==> config.mk <==
export PLATFORM = sky130hd
export DESIGN_NAME = apb_bus_arbiter
export DESIGN_NICKNAME = d
export VERILOG_FILES = /design/src/rtl/apb_arb_pkg.sv /design/src/rtl/arb_rr_select.sv /design/src/rtl/apb_bus_arbiter.sv
export SDC_FILE = /design/constraint.sdc
export NUM_CORES = 1
export LEC_CHECK = 0
export BUFFER_PORTS_ARGS = -buffer_cell sky130_fd_sc_hd__buf_4
export CAP_MARGIN = 20
export CORE_AREA = 2 2 116 118
export CTS_CLUSTER_SIZE = 25
export DETAILED_ROUTE_END_ITERATION = 8
export DIE_AREA = 0 0 118 120
export HOLD_SLACK_MARGIN = 0.05
export PLACE_DENSITY = 0.65
export SLEW_MARGIN = 20
export SYNTH_ARGS = -nofsm -noshare
export SYNTH_HDL_FRONTEND = slang
export SYNTH_HIERARCHICAL = 1
export SYNTH_SLANG_ARGS = --single-unit
export TNS_END_PERCENT = 10
==> constraint.sdc <==
create_clock -name PCLK -period 2.6 [get_ports PCLK]
set_clock_uncertainty 0.15 [all_clocks]
set_input_delay 0.39 -clock PCLK [delete_from_list [all_inputs] [get_ports PCLK]]
set_output_delay 0.39 -clock PCLK [all_outputs]
set_load 0.02 [all_outputs]
==> src/rtl/apb_arb_pkg.sv <==
// Shared types and constants for the two-requester APB front-end arbiter.
package apb_arb_pkg;

  localparam int DATA_W = 32;
  localparam int ADDR_W = 32;

  // Returned to the granted requester when a transfer is abandoned by the timeout.
  localparam logic [DATA_W-1:0] ABORT_RDATA = 32'hDEAD_BEEF;

  typedef enum logic [1:0] {
    IDLE  = 2'd0,
    ISSUE = 2'd1,
    WAIT  = 2'd2
  } arb_state_t;

endpackage

==> src/rtl/arb_rr_select.sv <==
// Round-robin winner selection between two requesters; ties go to the one not granted last.
module arb_rr_select (
  input  logic i_req0,
  input  logic i_req1,
  input  logic i_last_grant,
  output logic o_valid,
  output logic o_winner
);

  assign o_valid  = i_req0 | i_req1;
  assign o_winner = (i_req0 & i_req1) ? ~i_last_grant : i_req1;

endmodule

==> src/rtl/apb_bus_arbiter.sv <==
// Shares one APB_Master front-end between two bus requesters, one transfer at a time.
// Optional WAIT-state timeout with forced abort is built when ARB_TIMEOUT_EN is defined.
//
// state | meaning
// IDLE  | no transfer outstanding; arbitrate pending/new requests
// ISSUE | transfer pulse to APB_Master for the latched request
// WAIT  | waiting for ready (or timeout) from APB_Master
module apb_bus_arbiter
  import apb_arb_pkg::*;
#(
  parameter int TIMEOUT_CYCLES = 256
) (
  input  logic              PCLK,
  input  logic              PRESET,
  input  logic              m0_transfer,
  input  logic              m0_write,
  input  logic [ADDR_W-1:0] m0_addr,
  input  logic [DATA_W-1:0] m0_wdata,
  output logic [DATA_W-1:0] m0_rdata,
  output logic              m0_ready,
  input  logic              m1_transfer,
  input  logic              m1_write,
  input  logic [ADDR_W-1:0] m1_addr,
  input  logic [DATA_W-1:0] m1_wdata,
  output logic [DATA_W-1:0] m1_rdata,
  output logic              m1_ready,
  output logic              transfer,
  output logic              write,
  output logic [ADDR_W-1:0] addr,
  output logic [DATA_W-1:0] wdata,
  input  logic [DATA_W-1:0] rdata,
  input  logic              ready,
  output logic              timeout_err
);

  arb_state_t        r_state;
  logic              r_grant;
  logic              r_last_grant;
  logic              r_pend0;
  logic              r_pend1;
  logic              r_transfer;
  logic              r_write;
  logic [ADDR_W-1:0] r_addr;
  logic [DATA_W-1:0] r_wdata;

  logic              w_req0;
  logic              w_req1;
  logic              w_valid;
  logic              w_winner;
  logic              w_abort;
  logic              w_done;
  logic [DATA_W-1:0] w_ret_data;

  // A live pulse counts in IDLE so an idle arbiter issues on the very next cycle.
  assign w_req0 = r_pend0 | m0_transfer;
  assign w_req1 = r_pend1 | m1_transfer;

  arb_rr_select u_sel (
    .i_req0      (w_req0),
    .i_req1      (w_req1),
    .i_last_grant(r_last_grant),
    .o_valid     (w_valid),
    .o_winner    (w_winner)
  );

`ifdef ARB_TIMEOUT_EN
  localparam int CNT_W = $clog2(TIMEOUT_CYCLES + 1);
  localparam logic [CNT_W-1:0] CNT_LAST = CNT_W'(TIMEOUT_CYCLES - 1);

  logic [CNT_W-1:0] r_cnt;
  logic             r_timeout_err;

  // ready wins over a coinciding timeout.
  assign w_abort = (r_state == WAIT) && !ready && (r_cnt == CNT_LAST);

  always_ff @(posedge PCLK or posedge PRESET) begin
    if (PRESET) begin
      r_cnt         <= '0;
      r_timeout_err <= 1'b0;
    end else begin
      if (r_state == ISSUE)
        r_cnt <= '0;
      else if (r_state == WAIT && !ready)
        r_cnt <= r_cnt + CNT_W'(1);
      if (w_abort)
        r_timeout_err <= 1'b1;
    end
  end

  assign timeout_err = r_timeout_err;
`else
  assign w_abort     = 1'b0;
  assign timeout_err = 1'b0;
`endif

  assign w_done     = (r_state == WAIT) && (ready || w_abort);
  assign w_ret_data = ready ? rdata : ABORT_RDATA;

  assign m0_ready = w_done && !r_grant;
  assign m1_ready = w_done &&  r_grant;
  assign m0_rdata = m0_ready ? w_ret_data : '0;
  assign m1_rdata = m1_ready ? w_ret_data : '0;

  assign transfer = r_transfer;
  assign write    = r_write;
  assign addr     = r_addr;
  assign wdata    = r_wdata;

  always_ff @(posedge PCLK or posedge PRESET) begin
    if (PRESET) begin
      r_state      <= IDLE;
      r_grant      <= 1'b0;
      r_last_grant <= 1'b1;
      r_pend0      <= 1'b0;
      r_pend1      <= 1'b0;
      r_transfer   <= 1'b0;
      r_write      <= 1'b0;
      r_addr       <= '0;
      r_wdata      <= '0;
    end else begin
      r_transfer <= 1'b0;
      r_pend0    <= r_pend0 | m0_transfer;
      r_pend1    <= r_pend1 | m1_transfer;
      unique case (r_state)
        IDLE: begin
          if (w_valid) begin
            r_state      <= ISSUE;
            r_transfer   <= 1'b1;
            r_grant      <= w_winner;
            r_last_grant <= w_winner;
            if (w_winner) begin
              r_write <= m1_write;
              r_addr  <= m1_addr;
              r_wdata <= m1_wdata;
              r_pend1 <= 1'b0;
            end else begin
              r_write <= m0_write;
              r_addr  <= m0_addr;
              r_wdata <= m0_wdata;
              r_pend0 <= 1'b0;
            end
          end
        end
        ISSUE: r_state <= WAIT;
        WAIT: begin
          if (w_done)
            r_state <= IDLE;
        end
        default: r_state <= IDLE;
      endcase
    end
  end

endmodule

* Word-level counts from Yosys, hierarchy flattened
Cells that the tools add are included.
** Storage, ports and cells
- Bits in registers :: 72
- Latch bits :: 0
- Memory bits (writable) :: 0
- ROM bits :: 0
- Bits of input ports :: 167
- Output and inout bits :: 133
- Word-level logic and storage cells :: 43
- Memories kept :: 0
** Cells by class
- Add/subtract/negate cells :: 0
- $mul :: 0
- Div/mod/pow operators :: 0
- Magnitude comparators :: 0
- Eq/ne operators :: 4
- Shift operators :: 0
- Mux-type cells :: 18
- Bitwise operators :: 5
- Reduce and logical (&&, ||, !) cells :: 7
** Operator list (number)
- two-way mux 32 bit :: 5
- two-way mux 1 bit :: 10
- one-hot mux 2 bit (3 select lines) :: 1
- two-way mux 2 bit :: 2
- AND reduction 2 bit :: 2
- logical AND 1 bit :: 3
- bitwise OR 1 bit :: 3
- equality test 2 x 1 -> 1 bit (second input constant) :: 1
- equality test 2 bit (second input constant) :: 1
- logical NOT 2 bit :: 1
- != test 2 x 1 -> 1 bit (second input constant) :: 1
- != test 2 bit (second input constant) :: 1
- AND 1 bit :: 1
- logical NOT 1 bit :: 1
- inverter 1 bit :: 1

* Depth between registers and ports, before layout
- Depth after elaboration :: 6
- Gate-level depth with buffers :: 8
- Mapped depth without buffers :: 5

* Modules after synthesis
Netlist, hierarchy kept.
** Modules (own cells, without submodules)
- apb_bus_arbiter :: times used 1, cells each 304, area an instance 4073.9 µm²
- arb_rr_select :: times used 1, cells each 2, area an instance 13.8 µm²

* Worst setup path before layout
Ideal clock, no wire load.
- Kind :: in2reg
- From :: input port m0_transfer
- To :: register r_wdata[1] (netlist: wdata[1])
- Library setup time :: 125 ps
- Arrival time :: 2005 ps
- Required time :: 2325 ps
- Slack :: 320 ps
- Stages :: 7
- Buffers on the path :: 3
- Cell sequence :: or2_2 > a21boi_1 > clkbuf_1 > buf_2 > buf_2 > mux2_2 > mux2_2
** On the way
- Longest elaborated chain between the ends :: 4
- Elaborated cells on any way between the ends :: 6
- Classes of those cells :: 2 x mux; 3 x bitwise; 1 x reduce/logical
** RTL lines
- start, declared :: RTL line apb_bus_arbiter.sv:15 : input logic m0_transfer,
- bitwise OR 1 bit :: RTL line apb_bus_arbiter.sv:55 : assign w_req0 = r_pend0 | m0_transfer;
- AND 1 bit :: RTL line arb_rr_select.sv:11 : assign o_winner = (i_req0 & i_req1) ? ~i_last_grant : i_req1;
- two-way mux 1 bit :: RTL line arb_rr_select.sv:11
- via w_winner :: RTL line apb_bus_arbiter.sv:49 : logic w_winner;
- two-way mux 32 bit :: RTL line apb_bus_arbiter.sv:131 : if (w_winner) begin
- end signal, assigned :: RTL line apb_bus_arbiter.sv:134 : r_wdata <= m1_wdata;
- end signal, assigned :: RTL line apb_bus_arbiter.sv:139 : r_wdata <= m0_wdata;
- end, declared :: RTL line apb_bus_arbiter.sv:44 : logic [DATA_W-1:0] r_wdata;
The timed path passes the listed nets, and every way through them passes these cells.
A chain may end at the register's enable or synchronous reset.

* Worst setup path after layout
- From :: register r_state[0]
- To :: output port m0_rdata[25]
** On the way
- Longest elaborated chain between the ends :: 4
** RTL lines
- start, declared :: RTL line apb_bus_arbiter.sv:36 : arb_state_t r_state;
- start signal, assigned :: RTL line apb_bus_arbiter.sv:111 : r_state <= IDLE;
- start signal, assigned :: RTL line apb_bus_arbiter.sv:127 : r_state <= ISSUE;
- start signal, assigned :: RTL line apb_bus_arbiter.sv:144 : ISSUE: r_state <= WAIT;
- equality test 2 bit :: RTL line apb_bus_arbiter.sv:96 : assign w_done = (r_state == WAIT) && (ready || w_abort);
- logical AND 1 bit :: RTL line apb_bus_arbiter.sv:96
- logical AND 1 bit :: RTL line apb_bus_arbiter.sv:99 : assign m0_ready = w_done && !r_grant;
- two-way mux 32 bit :: RTL line apb_bus_arbiter.sv:101 : assign m0_rdata = m0_ready ? w_ret_data : '0;
- end, declared :: RTL line apb_bus_arbiter.sv:19 : output logic [DATA_W-1:0] m0_rdata,
Every way passes these cells.

==> impl_metrics.env <==
export IMPL_die_area_um2=14200
export IMPL_clk_latency_ps=330
export IMPL_peakVddDrop_uv=601
export IMPL_drt_antenna_violating_nets=0
export IMPL_whs_endpoint="r_state[1]$_DFFE_PP0P_"
export IMPL_ys_seq_area_frac=0.441
export IMPL_io_pins=300
export IMPL_setup_violations=0
export IMPL_cp_max_fo=33
export IMPL_hold_violations=0
export IMPL_endpoint_kind="output pin"
export IMPL_synth_edf_count=0
export IMPL_route_vias_total=3441
export IMPL_netlist_area_um2=4090
export IMPL_num_rows=42
export IMPL_cts_resized=0
export IMPL_syn_area_per_cell_um2=13.4
export IMPL_cellLeakagePower_uw=0.00340
export IMPL_async_flop_share=1.00
export IMPL_die_y_um=120
export IMPL_maxCapViolCount=0
export IMPL_p_per_area_nw_per_um2=1170
export IMPL_firstDrtPassIters=4
export IMPL_required_ps=2060
export IMPL_hold_depth=3
export IMPL_initial_core_util=0.315
export IMPL_cp_slowest_cell="and4bb_2"
export IMPL_ys_seq_elements=72
export IMPL_min_from="ready"
export IMPL_hold_ws_ps=191
export IMPL_fill_cells=1159
export IMPL_gp_congestion=0.795
export IMPL_yosysMostFrequentCell="mux2_2"
export IMPL_syn_num_nets=473
export IMPL_drtIter0Drc=56
export IMPL_post_cts_setup_buffer_count=0
export IMPL_dp_final_hpwl_um=9780
export IMPL_syn2layout_area_growth_pct=66.2
export IMPL_ys_flop_type="dfrtp_1"
export IMPL_fin_setup_tns_ps=0
export IMPL_cts_tree="yes"
export IMPL_yosys_top_cells_count="102 x mux2_2, 71 x dfrtp_1, 64 x and2_1"
export IMPL_grt_max_degree=41
export IMPL_min_period_ps=2270
export IMPL_synth_top_area_share=0.435
export IMPL_layout_drive_gt1_share=0.761
export IMPL_routed_wl_um=12200
export IMPL_core_um2=13000
export IMPL_r2r_cells=6
export IMPL_start_kind="register"
export IMPL_drv_slew=0
export IMPL_clock_path_buffers=2
export IMPL_cp_cell_sequence="and4bb_2 -> and2_1 -> buf_4"
export IMPL_status="finished clean"
export IMPL_synth_largest_area_cell="dfrtp_1"
export IMPL_worstReg2RegEnd="addr[2]$_DFFE_PP0P_"
export IMPL_max_freq_mhz=440
export IMPL_grt_pass1_vias=3496
export IMPL_nets=768
export IMPL_multi_input_area_um2=2100
export IMPL_arrival_ps=1730
export IMPL_yosys_top_cells_area="dfrtp_1 43%, mux2_2 28%, mux2_4 11%"
export IMPL_critical_path_class="reg2out"
export IMPL_grt_antenna_before_repair=1
export IMPL_rsz0062_at_grt="no"
export IMPL_die_x_um=118
export IMPL_htree_levels=3
export IMPL_cts_root_buf="clkbuf_16"
export IMPL_grt_pass1_wl_um=18700
export IMPL_gr_total_overflow=0
export IMPL_clock_sinks=72
export IMPL_rr_startpoint="r_pend0$_DFF_PP0_"
export IMPL_place_ws_ps=295
export IMPL_ys_types=23
export IMPL_hp_class="in2reg"
export IMPL_path_clk_slew_ps=60
export IMPL_worst_path_largest_cell_delay_ps=630
export IMPL_wl_per_cell_um=15.6
export IMPL_regArea_um2=1800
export IMPL_cts_made_buffers=9
export IMPL_setup_slack_ps=330
export IMPL_grt_usage=0.169
export IMPL_rrSetupSlack_ps=470
export IMPL_yosysWarnings=6
export IMPL_port_buffers=298
export IMPL_drc=0
export IMPL_period_share=0.873
export IMPL_routed_via_density=4.39
export IMPL_netlist_instances=306
[sequential cells by signal, summed over array words and instances, names as in the netlist]
name and cells:
r_last_grant 1, r_grant 1, r_pend0 1, write 1, addr 32, r_state 2
transfer 1, r_pend1 1, wdata 32
[per-layer routing]
layer | vias up | global-route usage | part of all wire
li1 | 1644 | - | -
met1 | 1602 | 0.180 | 0.36
met2 | 176 | 0.307 | 0.54
met3 | 19 | 0.0551 | 0.078
met4 | 0 | 0.0715 | 0.023
met5 | - | 0 | 0
[cell usage in the layout (no fill, tap or decap), types with 2 or more instances in the layout]
| cell | count |
|---|---|
| and2_1 | 64 |
| dfrtp_1 | 71 |
| buf_4 | 302 |
| or2_2 | 2 |
| buf_12 | 4 |
| clkinv_4 | 3 |
| clkbuf_8 | 2 |
| clkbuf_16 | 9 |
| mux2_2 | 102 |
| mux2_4 | 30 |
[cells by family (layout without fill, tap and decap cells)]
family	after synthesis	in the layout	synth area share
AOI/OAI and AO/OA	3	3	0.00551
buffers and inverters	26	326	0.0471
DFF	72	72	0.441
muxes	133	133	0.394
other	1	2	0.000917
and+or+nand+nor	71	71	0.112
[layout make-up]
type,count,share of cell area
clock buffers,11,0.0372
clock inverters,5,0.00571
flip-flops and latches,72,0.265
multi-input cells,208,0.310
diodes,1,0.000368
repair buffers,307,0.347
well taps,176,0.0324
inverters,3,0.00239
[where the power goes]
| group | internal, µW | switching (µW) |
|---|---|---|
| clock | 702 | 470 |
| combinational | 2580 | 2130 |
| sequential | 1730 | 337 |
[critical path: cells and delay by family (launching register included)]
kind                   cells  cell delay [ps]
flip-flops                 1              420
buffers and inverters      1              140
AND/OR/NAND/NOR            2              840
[what timing repair did]
item	CTS	global route
hold buffers	1	0
hold endpoints to repair	35	0
endpoints found under the setup margin	0	0
[through the flow]
| stage | utilization | power [µW] | area [µm²] | cells |
|---|---|---|---|---|
| floorplan | - | 5230 | 4090 | 306 |
| CTS | 0.523 | 8090 | 6790 | 782 |
| global placement | 0.500 | 6770 | 6490 | 765 |
| global route | 0.523 | 8390 | 6790 | 783 |
| finish | 0.523 | 7950 | 6790 | 783 |
| detailed placement | 0.500 | 6870 | 6490 | 765 |
[worst max-delay path by stage]
| stage | startpoint | end | cells past startpoint | slack (ps) |
|---|---|---|---|---|
| detailed placement | m1_transfer | addr[7]$_DFFE_PP0P_ | 7 | 300 |
| global placement | m1_transfer | addr[3]$_DFFE_PP0P_ | 7 | 320 |
| finish | r_state[0]$_DFFE_PP0P_ | m0_rdata[25] | 3 | 330 |
| CTS | r_state[0]$_DFFE_PP0P_ | m0_rdata[1] | 3 | 260 |
| floorplan | PRESET | addr[0]$_DFFE_PP0P_ | 1 | 240 |
| global route | r_state[0]$_DFFE_PP0P_ | m0_rdata[16] | 3 | 160 |
(Power assumes the default switching activity.)
